<file path="src/rtl/neuron_mac_to_float.sv">
// Neuron pre-activation: streams (x, w) pairs, accumulates onto a bias,
// and converts the fixed-point sum to an IEEE-754 single-precision result.
module neuron_mac_to_float #(
    parameter int N_INPUTS = 16,
    parameter int DATA_W   = 16,
    parameter int FRAC_W   = 8,
    parameter int ACC_W    = 40
) (
    input  logic              clk,
    input  logic              rst,
    input  logic              in_valid,
    output logic              in_ready,
    input  logic [DATA_W-1:0] x_in,
    input  logic [DATA_W-1:0] w_in,
    input  logic [31:0]       bias_in,
    output logic              out_valid,
    input  logic              out_ready,
    output logic [31:0]       y_out
);

    localparam int CNT_W = (N_INPUTS > 1) ? $clog2(N_INPUTS) : 1;
    localparam int MSB_W = $clog2(ACC_W);
    localparam int P_W   = 2 * DATA_W;
    localparam int EXT_W = ACC_W + 24;

    // ROUND packs the float; split from CONV2 to keep the shifter and
    // rounding adder in separate cycles.
    typedef enum logic [2:0] {
        ACCUM,
        DRAIN,
        CONV1,
        CONV2,
        ROUND,
        OUT
    } state_t;

    state_t             state_q, state_d;
    logic [CNT_W-1:0]   cnt_q, cnt_d;
    logic [ACC_W-1:0]   acc_q, acc_d;
    logic [P_W-1:0]     p_q, p_d;
    logic               p_vld_q, p_vld_d;
    logic               sign_q, sign_d;
    logic               zero_q, zero_d;
    logic [ACC_W-1:0]   mag_q, mag_d;
    logic [MSB_W-1:0]   msb_q, msb_d;
    logic [23:0]        sig_q, sig_d;
    logic               guard_q, guard_d;
    logic               sticky_q, sticky_d;
    logic [7:0]         exp_q, exp_d;
    logic [31:0]        y_q, y_d;
    logic               out_valid_q, out_valid_d;

    logic               accept;
    logic signed [P_W-1:0] prod;
    logic [ACC_W-1:0]   acc_abs;
    logic [MSB_W-1:0]   lead;
    logic [MSB_W-1:0]   shamt;
    logic [EXT_W-1:0]   norm;
    logic               rnd;
    logic [24:0]        sum25;
    logic               carry;

    assign in_ready  = (state_q == ACCUM);
    assign out_valid = out_valid_q;
    assign y_out     = y_q;
    assign accept    = in_valid & in_ready;
    assign prod      = $signed(x_in) * $signed(w_in);

    // Magnitude of the accumulator; the most negative value maps exactly.
    always_comb begin
        acc_abs = acc_q;
        if (acc_q[ACC_W-1]) begin
            acc_abs = ~acc_q + ACC_W'(1);
        end
    end

    // Position of the leading one of the magnitude.
    always_comb begin
        lead = '0;
        for (int i = 0; i < ACC_W; i++) begin
            if (acc_abs[i]) begin
                lead = MSB_W'(i);
            end
        end
    end

    // Left-justify the magnitude so its leading one lands at the top bit.
    always_comb begin
        shamt = MSB_W'(ACC_W - 1) - msb_q;
        norm  = {mag_q, 24'b0} << shamt;
    end

    // Round-to-nearest-even on the normalised significand.
    always_comb begin
        rnd   = guard_q & (sticky_q | sig_q[0]);
        sum25 = {1'b0, sig_q} + 25'(rnd);
        carry = sum25[24] & ~sum25[23];
    end

    // Next-state and datapath for accumulation and conversion.
    always_comb begin
        state_d     = state_q;
        cnt_d       = cnt_q;
        acc_d       = acc_q;
        p_d         = p_q;
        p_vld_d     = accept;
        sign_d      = sign_q;
        zero_d      = zero_q;
        mag_d       = mag_q;
        msb_d       = msb_q;
        sig_d       = sig_q;
        guard_d     = guard_q;
        sticky_d    = sticky_q;
        exp_d       = exp_q;
        y_d         = y_q;
        out_valid_d = out_valid_q;

        if (accept) begin
            p_d = prod;
        end
        if (p_vld_q) begin
            acc_d = acc_q + {{(ACC_W-P_W){p_q[P_W-1]}}, p_q};
        end
        if (accept && cnt_q == '0) begin
            acc_d = {{(ACC_W-32){bias_in[31]}}, bias_in};
        end

        unique case (state_q)
            ACCUM: begin
                if (accept) begin
                    if (cnt_q == CNT_W'(N_INPUTS - 1)) begin
                        cnt_d   = '0;
                        state_d = DRAIN;
                    end else begin
                        cnt_d = cnt_q + CNT_W'(1);
                    end
                end
            end
            DRAIN: begin
                state_d = CONV1;
            end
            CONV1: begin
                sign_d  = acc_q[ACC_W-1];
                mag_d   = acc_abs;
                msb_d   = lead;
                zero_d  = (acc_q == '0);
                state_d = CONV2;
            end
            CONV2: begin
                sig_d    = norm[EXT_W-1 -: 24];
                guard_d  = norm[EXT_W-25];
                sticky_d = |norm[EXT_W-26:0];
                exp_d    = 8'd127 + 8'(msb_q) - 8'(2 * FRAC_W);
                state_d  = ROUND;
            end
            ROUND: begin
                if (zero_q) begin
                    y_d = 32'h0000_0000;
                end else begin
                    y_d = {sign_q, exp_q + {7'b0, carry}, sum25[22:0]};
                end
                out_valid_d = 1'b1;
                state_d     = OUT;
            end
            OUT: begin
                if (out_ready) begin
                    out_valid_d = 1'b0;
                    state_d     = ACCUM;
                end
            end
            default: begin
                state_d = ACCUM;
            end
        endcase
    end

    // State registers with synchronous reset.
    always_ff @(posedge clk) begin
        if (rst) begin
            state_q     <= ACCUM;
            cnt_q       <= '0;
            acc_q       <= '0;
            p_q         <= '0;
            p_vld_q     <= 1'b0;
            sign_q      <= 1'b0;
            zero_q      <= 1'b0;
            mag_q       <= '0;
            msb_q       <= '0;
            sig_q       <= '0;
            guard_q     <= 1'b0;
            sticky_q    <= 1'b0;
            exp_q       <= '0;
            y_q         <= 32'h0000_0000;
            out_valid_q <= 1'b0;
        end else begin
            state_q     <= state_d;
            cnt_q       <= cnt_d;
            acc_q       <= acc_d;
            p_q         <= p_d;
            p_vld_q     <= p_vld_d;
            sign_q      <= sign_d;
            zero_q      <= zero_d;
            mag_q       <= mag_d;
            msb_q       <= msb_d;
            sig_q       <= sig_d;
            guard_q     <= guard_d;
            sticky_q    <= sticky_d;
            exp_q       <= exp_d;
            y_q         <= y_d;
            out_valid_q <= out_valid_d;
        end
    end

endmodule
</file>
<file path="config.mk">
export PLATFORM = sky130hd
export DESIGN_NAME = neuron_mac_to_float
export DESIGN_NICKNAME = d
export VERILOG_FILES = /design/src/rtl/neuron_mac_to_float.sv
export SDC_FILE = /design/constraint.sdc
export NUM_CORES = 1
export LEC_CHECK = 0
export CORE_MARGIN = 3
export CORE_UTILIZATION = 30
export CTS_BUF_LIST = sky130_fd_sc_hd__clkbuf_4
export CTS_CLUSTER_SIZE = 8
export DETAILED_ROUTE_END_ITERATION = 12
export GPL_TIMING_DRIVEN = 1
export PLACE_DENSITY = 0.5
export SLEW_MARGIN = 30
export SYNTH_ARGS = -nofsm -noshare
export SYNTH_HDL_FRONTEND = slang
export SYNTH_SLANG_ARGS = --single-unit
</file>
<file path="constraint.sdc">
create_clock -name clk -period 8.5 [get_ports clk]
set_clock_uncertainty 0.15 [all_clocks]
set_input_delay 1.7 -clock clk [delete_from_list [all_inputs] [get_ports clk]]
set_output_delay 1.7 -clock clk [all_outputs]
set_load 0.01 [all_outputs]
</file>
==> impl_metrics.json <==
{
  "drc": 0,
  "grt_use_met2_pct": 27.0,
  "pin_count": 102,
  "clkSinkCount": 195,
  "viasPerCell": 4.93,
  "ant_nets": 0,
  "cts-resized-gates": 0,
  "finalWirelength_um": 64600,
  "hold_viol_final": 0,
  "rows": 102,
  "max_stage_delay_ns": 0.67,
  "routabilityCongestion": 0.863,
  "antenna_found_initial": 2,
  "synth_commonest_cells": "nand2_1 (353), inv_1 (305), fa_1 (263), nor2_1 (251), dfxtp_1 (195)",
  "grt.busiest_layer": "met2",
  "vdd_drop_max_uv": 331,
  "synth_top_area_share_pct": 22.4,
  "critical_path.cell_chain": "clkdlybuf4s50_1 -> nand2_1 -> fa_1 -> inv_1 -> fa_1 -> inv_1 -> fa_1 -> inv_1 -> fa_1 -> inv_1 -> fa_1 -> inv_1 -> fa_1 -> ha_1 -> or2_2 -> nor3b_1 -> o211ai_1 -> a2111oi_0 -> buf_4 -> o21ai_0 -> a2111oi_0 -> nor3_1 -> xnor2_1 -> a21oi_1",
  "worstRegToRegCells": 10,
  "hold_path.class": "register to register",
  "track_usage_pct": 15.9,
  "core_um2": 77600,
  "dieArea_um2": 81900,
  "port_buffers": 101,
  "drt_pass1_iterations": 5,
  "rr_endpoint": "acc_q[39]",
  "clk_path_buf_depth": 2,
  "cp.depth": 24,
  "drtIter0Drc": 1087,
  "dpl.cell_count": 3880,
  "dp_hpwl_um": 52600,
  "grt_setup_unrepaired": "no",
  "ys_seq_elements": 195,
  "finalSetupViolations": 0,
  "crit_top_cell": "fa_1",
  "post_cts_buffers": 0,
  "synth_fp_nets": 3295,
  "rr_startpoint": "acc_q[2]",
  "crit_arrival_ns": 8.31,
  "start_kind": "input port",
  "synthDistinctLibCells": 81,
  "grt_pass1_wl_um": 106000,
  "maxSlewViolCount": 0,
  "post-place-ws_ns": -0.123,
  "clock.fmax_ghz": 0.127,
  "area_delta_synth_final_pct": 10.6,
  "die_x_um": 286,
  "synth_most_common_cell": "nand2_1",
  "num_vias": 19300,
  "reg2reg_slack_ns": 4.19,
  "fin_crit_ns": 7.89,
  "ys.flop_type": "dfxtp_1",
  "critPathSlowestCell": "clkdlybuf4s50_1",
  "crit_end": "p_q[31]",
  "instances_no_fill": 3913,
  "synth.yosys.warnings": 0,
  "nets": 3322,
  "synth_area_um2": 23500,
  "synthTopCellsByArea": "fa_1 (22%), dfxtp_1 (17%), ha_1 (7.0%), nand2_1 (5.6%), inv_1 (4.9%)",
  "fin_crit_sh_pct": 92.8,
  "fin_ws_ns": 0.610,
  "cts_hold_buf": 0,
  "syn_avg_cell_area_um2": 8.31,
  "clkTransAtPathRegs_ns": 0.17,
  "grt_use_met1_pct": 21.9,
  "clk_root_buffer_cell": "clkbuf_4",
  "crit_start": "w_in[2]",
  "synth-edff-count": 0,
  "clock_latency_ns": 0.67,
  "die_y_um": 286,
  "cts_max_level": 4,
  "initial_utilization_pct": 30.3,
  "required_ns": 8.92,
  "yosysTopAreaCell": "fa_1",
  "yosysSeqAreaShare_pct": 16.6,
  "outcome": "complete, no violations",
  "cap_violations": 0,
  "final_util_pct": 33.5,
  "relSlewSlack_pct": 39.9,
  "crit_type": "input port to register",
  "drive_gt1_share_pct": 6.41,
  "crit_family": "adder cells",
  "cts_buffers": 17,
  "power_density_nw_per_um2": 357,
  "use_met3_pct": 1.59,
  "end_kind": "register",
  "syn_inst": 2832,
  "crit_fanout": 6,
  "p_leak_nw": 10.7,
  "detail_route.wl_per_cell_um": 16.5,
  "cp.buffers_inverters": 7,
  "grt-ovfl-total": 0,
  "worstMarginPinSlew_ns": 0.897,
  "grt_max_degree": 82,
  "grt_pass1_vias": 19600,
  "async_flop_share_pct": 0,
  "tritoncts": "done"
}
[report_power, final]
part	total [mW]	leakage (nW)	internal [mW]	switching (mW)
Clock	0.552	0.165	0.188	0.364
Sequential	1.13	1.59	1.01	0.120
Combinational	7.61	8.94	3.51	4.10
[layout make-up]
class,count,area (µm²)
Fill cell,8369,51600
Timing Repair Buffer,178,1630
Inverter,306,1150
Clock buffer,18,135
Clock inverter,13,165
Antenna cell,2,5.00
Tap cell,1040,1300
Sequential cell,195,3910
Multi-Input combinational cell,2161,17700
[tightest hold or removal path, cell delays in order (launching register included)]
cell and delay [ns]:
dfxtp_1 0.34, nand2_1 0.05, a21oi_1 0.05
[per-stage QoR]
step | cell area, µm² | power (mW) | TNS (ns) | hold WS [ns]
after global routing | 26000 | 10.6 | 0 | 0.337
final | 26000 | 9.29 | 0 | 0.316
after detailed placement | 25700 | 8.84 | -0.123 | 0.295
after CTS | 26000 | 9.45 | 0 | 0.316
after global placement | 25700 | 8.81 | 0 | 0.296
after floorplan | 23500 | 7.10 | 0 | 0.279
[registers in the layout (all words and copies together), names as in the netlist, 3 cells and up]
signal and cells:
cnt_q 4, state_q 3, p_q 32, acc_q 40, y_out 32, msb_q 6, exp_q 8, sig_q 24
mag_q 40
[routing by layer]
layer  wire length, µm  part of all wire, %
met1             31100                   48
met2             31000                   48
met3              1630                  2.5
met4               954                  1.5
met5                 0                    0
[logic make-up after synthesis]
| group | after synthesis | share of synthesized area [%] |
|---|---|---|
| DFF | 195 | 16.6 |
| adders and majority gates | 395 | 29.4 |
| AOI/OAI and AO/OA | 598 | 17.0 |
| and+or+nand+nor | 968 | 19.4 |
| muxes | 73 | 4.69 |
| xor gates and xnor gates | 127 | 4.72 |
| buffers and inverters | 476 | 8.21 |
[cell usage in the layout (no fill, tap or decap), types with 28 or more instances in the layout]
master           instances
a21o_1                  28
a22oi_1                 34
dfxtp_1                191
fa_1                   263
xor2_1                  42
and2_1                 107
buf_4                   74
nor3_1                  51
inv_1                  304
clkdlybuf4s50_1        100
o21ai_0                 87
mux4_2                  29
nand3_1                 45
a211oi_1                89
a21oi_1                160
xnor2_1                 84
mux2i_1                 35
nor2_1                 251
ha_1                   132
nand2_1                353
[worst min path at each step]
stage,cells after the start,end,from,slack [ns]
after floorplan,2,sign_q,sign_q,0.28
final,2,sign_q,sign_q,0.32
after detailed placement,2,sign_q,sign_q,0.29
after global placement,2,p_q[22],p_q[22],0.30
after global routing,2,sign_q,sign_q,0.34
after CTS,2,sign_q,sign_q,0.32
(Power assumes the default switching activity.)
==> RTL edit 1, RTL diff (same flow settings) <==
Make the reset (`rst`) asynchronous in one clocked block. Comments in the files are not updated.
--- a/src/rtl/neuron_mac_to_float.sv
+++ b/src/rtl/neuron_mac_to_float.sv
@@ -176,5 +176,5 @@
 
     // State registers with synchronous reset.
-    always_ff @(posedge clk) begin
+    always_ff @(posedge clk or posedge rst) begin
         if (rst) begin
             state_q     <= ACCUM;
Check against the original RTL: same outputs for any inputs over 10 cycles, from zero or initial values and one cycle with rst high; that may be too few to reach the edited logic, so the function may still have changed.
==> RTL edit 1 against the unedited design <==
Area after synthesis down 1.5%. Synthesized cell count down 6.0%. Wire length down 7.5%. Cell area down 1.2%. Worst setup slack better by 0.033 ns. Non-clock buffer count down 17. Global-route usage down 1.1 points. Sequential cell count unchanged. Critical endpoint is now p_q[24].
Power is left out: the tool's default activity adds up to more than one toggle a clock period on the data nets, which glitch-free logic cannot reach.
==> RTL edit 1: results (changes against the unedited design) <==
[run_status] status completed
[placed_design] estimated wirelength of the detail-placed design 50300 um [-4.4%]
[setup_path] setup slack of the worst register-to-register path 4.25 ns [+0.06 ns]
[route] M1 wire length 27100 um [-13%]
[finish] post-route cell area 25700 um^2 [-1.2%]
[setup_path] largest stage delay on the critical path 0.76 ns [+0.09 ns]
[placed_design] post-placement worst setup slack -0.0242 ns [+0.0990 ns]
[logic_synthesis] sequential element share of the synthesized area 21.0% [+4.5 points]
[setup_path] Arrival @ worst endpoint 8.30 ns [about the same]
[global_routing] vias in the first global route 18872 [-3.5%]
[route] Detailed Route WL 59800 um [-7.5%]
[setup_path] Crit Path Max Fanout 9 [+3]
[finish] antenna cell count 1 [-1]
[sta] Max Clock Freq 0.127 GHz [+0.43%]
[floorplan] # rows 101 [-0.98%]
[route] total met2 wirelength after detailed routing 29600 um [-4.5%]
[finish] portion of the layout cell area used by non-clock buffers 5.68% [-0.57 points]
[finish] fraction of final layout cells sized beyond drive strength 1 5.58% [-0.83 points]
[route] uppermost layer routed met5
[sta] worst-case hold slack 0.344 ns [+0.0281 ns]
[finish] number of inserted filler cells in the final layout 8064 [-3.6%]
[finish] Non-clk invs 317 [+3.6%]
[sta] Slew headroom 35.8% [-4.0 points]
[global_routing] met1 demand-to-capacity share in global routing 19.2% [-2.7 points]
[finish] sequential cell area in the final layout 4880 um^2 [+25%]
[finish] multi-input combinational gate total 2018 [-6.6%]
[route] via density per instance 4.82 [-2.4%]
[global_routing] GRT Util Overall 14.8% [-1.1 points]
[route] routed length on met3 1510 um [-7.1%]
[global_routing] global routing met3 resource utilization 1.68% [+0.087 points]
[logic_synthesis] asr flop ratio synth 100% [+100 points]
[finish] fraction of area in multi-input gates 64.7% [-3.4 points]
[placed_design] placed cell area 25500 um^2 [-1.0%]
[global_routing] GR met2 Demand/Resource 26.1% [-0.91 points]
[logic_synthesis] multiplexer area fraction after synthesis 5.59% [+0.89 points]
[logic_synthesis] average size of a mapped cell 8.72 um^2 [+4.8%]
[logic_synthesis] compound-gate portion of the synthesized area 13.5% [-3.4 points]
[placed_design] last weighted congestion value of the routability-driven placer 0.858 [-0.59%]
[logic_synthesis] Post-Syn Nets 3125 [-5.2%]
[logic_synthesis] synthesized-area fraction occupied by adder cells 29.8% [+0.44 points]
[global_routing] antenna violations before repair 3 [+1]
[logic_synthesis] xor/xnor cell area share of the yosys netlist 5.20% [+0.48 points]
[finish] number of nets in the layout 3173 [-4.5%]
-- RTL edit 1: changes by cell type in the layout (fill, tap and decap cells not counted), sizes merged, moves of 28 or more --
cell	before	now
dfrtp	0	195
dfxtp	195	0
nor2	251	107
o21ai	87	218
nand2	353	462
a211oi	89	18
a21oi	161	100
nor3	54	22
a22oi	34	3
xor2	42	70
-- RTL edit 1: path summary, 6_finish.rpt --
check / startpoint / end / cells past startpoint
setup / recovery: w_in[1] / p_q[24] / 23
hold / removal: y_out[4] / y_out[4] / 2
setup reg to reg: acc_q[6] / msb_q[5] / 10
hold reg to reg: y_out[4] / y_out[4] / 2
max in group asynchronous: rst / p_q[14] / 3
min in group asynchronous: rst / y_out[28] / 2
-- RTL edit 1: critical path: cells and delay by family --
| family | cells | cell delay [ns] |
|---|---|---|
| buffers and inverters | 6 | 1.03 |
| AOI/OAI and AO/OA | 6 | 1.08 |
| adders and majority gates | 7 | 3.39 |
| and+or+nand+nor | 4 | 1.10 |
==> RTL edit 2, RTL diff (same settings) <==
Made on the original files. Set the parameter `N_INPUTS` to 32 (it was 16).
--- a/src/rtl/neuron_mac_to_float.sv
+++ b/src/rtl/neuron_mac_to_float.sv
@@ -2,5 +2,5 @@
 // and converts the fixed-point sum to an IEEE-754 single-precision result.
 module neuron_mac_to_float #(
-    parameter int N_INPUTS = 16,
+    parameter int N_INPUTS = 32,
     parameter int DATA_W   = 16,
     parameter int FRAC_W   = 8,
Behaviour: no difference found for any inputs over 10 cycles, from zero or initial values and one cycle with rst high; that may be too few to reach the edited logic, so the function may still have changed.
==> RTL edit 2 against the unedited design <==
Sequential cell count rose by 1. Largest power group unchanged. Final cell count down 2.5%. Worst setup slack improved by 0.13 ns. Die area fell by 2.1%. First-iteration DRC count is 6.0% higher. Cell area down 1.6%. Area after synthesis decreased by 2.1%. Power up 0.39%. Non-clock buffer count down 6. Wire length grew 0.90%.
==> RTL edit 2: results (changes against the unedited design) <==
[logic_synthesis] compound-gate portion of the synthesized area 16.6% [-0.41 points]
[cts] clock root cell clkbuf_4
[placed_design] placed cell area 25300 um^2 [-1.6%]
[placed_design] estimated wirelength of the detail-placed design 53700 um [+2.3%]
[pwr] switching portion of total power 49.8% [+0.50 points]
[route] Detailed Route WL 65200 um [+0.90%]
[setup_path] setup slack of the worst register-to-register path 4.57 ns [+0.38 ns]
[placed_design] last weighted congestion value of the routability-driven placer 0.876 [+1.4%]
[setup_path] CP dominant cell by count fa_1
[placed_design] post-placement worst setup slack 0.00533 ns [+0.129 ns]
[setup_path] cell with the largest stage delay on the worst path clkdlybuf4s50_1
[global_routing] antenna violations before repair 1 [-1]
[finish] number of nets in the layout 3235 [-2.6%]
[pwr] highest ir drop seen on vdd 0.369 mV [+11%]
[setup_path] Arrival @ worst endpoint 8.23 ns [-0.08 ns]
[logic_synthesis] sequential element share of the synthesized area 17.0% [+0.44 points]
[global_routing] GRT Util Overall 16.4% [+0.48 points]
[cts] total setup buffers inserted after CTS 0 [unchanged]
[route] detailed-route via count 19086 [-1.2%]
[finish] biggest registers after layout acc_q: 40 flops, mag_q: 40 flops
[cts] number of CTS-inserted buffers 17 [unchanged]
[logic_synthesis] asr flop ratio synth 0% [unchanged]
[finish] fraction of final layout cells sized beyond drive strength 1 6.14% [-0.27 points]
[pwr] post-layout power 0.00933 W [+0.39%]
[setup_path] largest stage delay on the critical path 0.62 ns [-0.05 ns]
[logic_synthesis] Synth Warn # 0 [unchanged]
[global_routing] vias in the first global route 19852 [+1.5%]
[worst_hold_path] kind of path behind the tightest hold check reg2reg
[cts] insertion delay of the later-clocked pin in the worst-skew pair 0.67 ns [about the same]
[cts] post-CTS clock slew at the launch and capture registers of the worst setup and hold paths 0.17 ns [about the same]
[placed_design] quantity of I/O buffers inserted on ports 101 [unchanged]
[global_routing] pin count of the biggest net entering global routing 108 [+32%]
[logic_synthesis] Netlist cell types 79 [-2.5%]
[logic_synthesis] multiplexer area fraction after synthesis 5.01% [+0.32 points]
[cts] number of levels the H-tree was split into 4 [unchanged]
[logic_synthesis] ranking of synthesized cells by instance count 308 x nand2_1, 294 x inv_1, 263 x fa_1
[run_status] status completed
[pwr] Pleak 10.5 nW [-1.3%]
[global_routing] wire length of the first global-routing pass 108000 um [+1.6%]
[logic_synthesis] synthesized-area fraction occupied by adder cells 30.1% [+0.69 points]
[route] Initial DRC Count 1152 [+6.0%]
[sta] Slew headroom 41.5% [+1.6 points]
[cts] CTS Hold Buffers Added 0 [unchanged]
[cts] number of cells upsized or downsized after cts 0 [unchanged]
[sta] final period utilization 91.3% [-1.5 points]
[cts] buffers from clock root to sink, at most 2 [unchanged]
[logic_synthesis] Synth Flop Type dfxtp_1
[logic_synthesis] largest cells by area after synthesis fa_1 23%, dfxtp_1 17%, ha_1 7.2%
[logic_synthesis] xor/xnor cell area share of the yosys netlist 4.98% [+0.25 points]
[route] First-pass DRT Iterations 7 [+2]
[setup_path] cell family contributing the most delay on the critical path adder cells
[setup_path] Crit Path Max Fanout 4 [-2]
-- RTL edit 2: worst paths after layout --
| check | from | endpoint | cells after the start |
|---|---|---|---|
| hold reg to reg | p_q[24] | p_q[24] | 2 |
| setup reg to reg | acc_q[6] | msb_q[4] | 9 |
| setup / recovery | x_in[10] | p_q[31] | 24 |
| hold / removal | p_q[24] | p_q[24] | 2 |
-- RTL edit 2: layout make-up --
class / instances / area [um^2]
Sequential cell: 196 / 3930
Inverter: 294 / 1100
Clock buffer: 17 / 128
Timing Repair Buffer: 172 / 1550
Antenna cell: 1 / 2.50
Clock inverter: 15 / 188
Tap cell: 1030 / 1290
Multi-Input combinational cell: 2090 / 17400
Fill cell: 8103 / 50500
-- RTL edit 2: metrics by stage --
stage	hold slack (ns)	cells
4_1_cts	0.323	3814
3_3_place_gp	0.297	3782
6_report	0.320	3815
2_1_floorplan	0.282	2736
5_1_grt	0.341	3815
3_5_place_dp	0.300	3782
-- RTL edit 2: kinds of logic after synthesis --
kind of cell | after synthesis
xor+xnor | 131
mux | 81
simple gates | 915
buf+inv | 450
compound gates | 567
fa+ha+maj | 396
flops | 196
-- RTL edit 2: power by group through the flow --
| stage | logic (W) | clock network, W | registers (W) |
|---|---|---|---|
| after detailed placement | 0.00766 | 0 | 0.00114 |
| after CTS | 0.00772 | 0.000586 | 0.00111 |
| after global routing | 0.00881 | 0.000614 | 0.00113 |
| after global placement | 0.00753 | 0 | 0.00113 |
| final | 0.00766 | 0.000556 | 0.00111 |
| after floorplan | 0.00589 | 0 | 0.00108 |
-- RTL edit 2: routing by layer --
layer	global-route usage (%)	wire (um)	part of all wire [%]	vias up
li1	-	-	-	9336
met1	21.7	30200	46	9335
met2	28.5	31700	49	352
met3	1.57	1890	2.9	63
met4	4.49	1450	2.2	0
met5	0	0	0	-
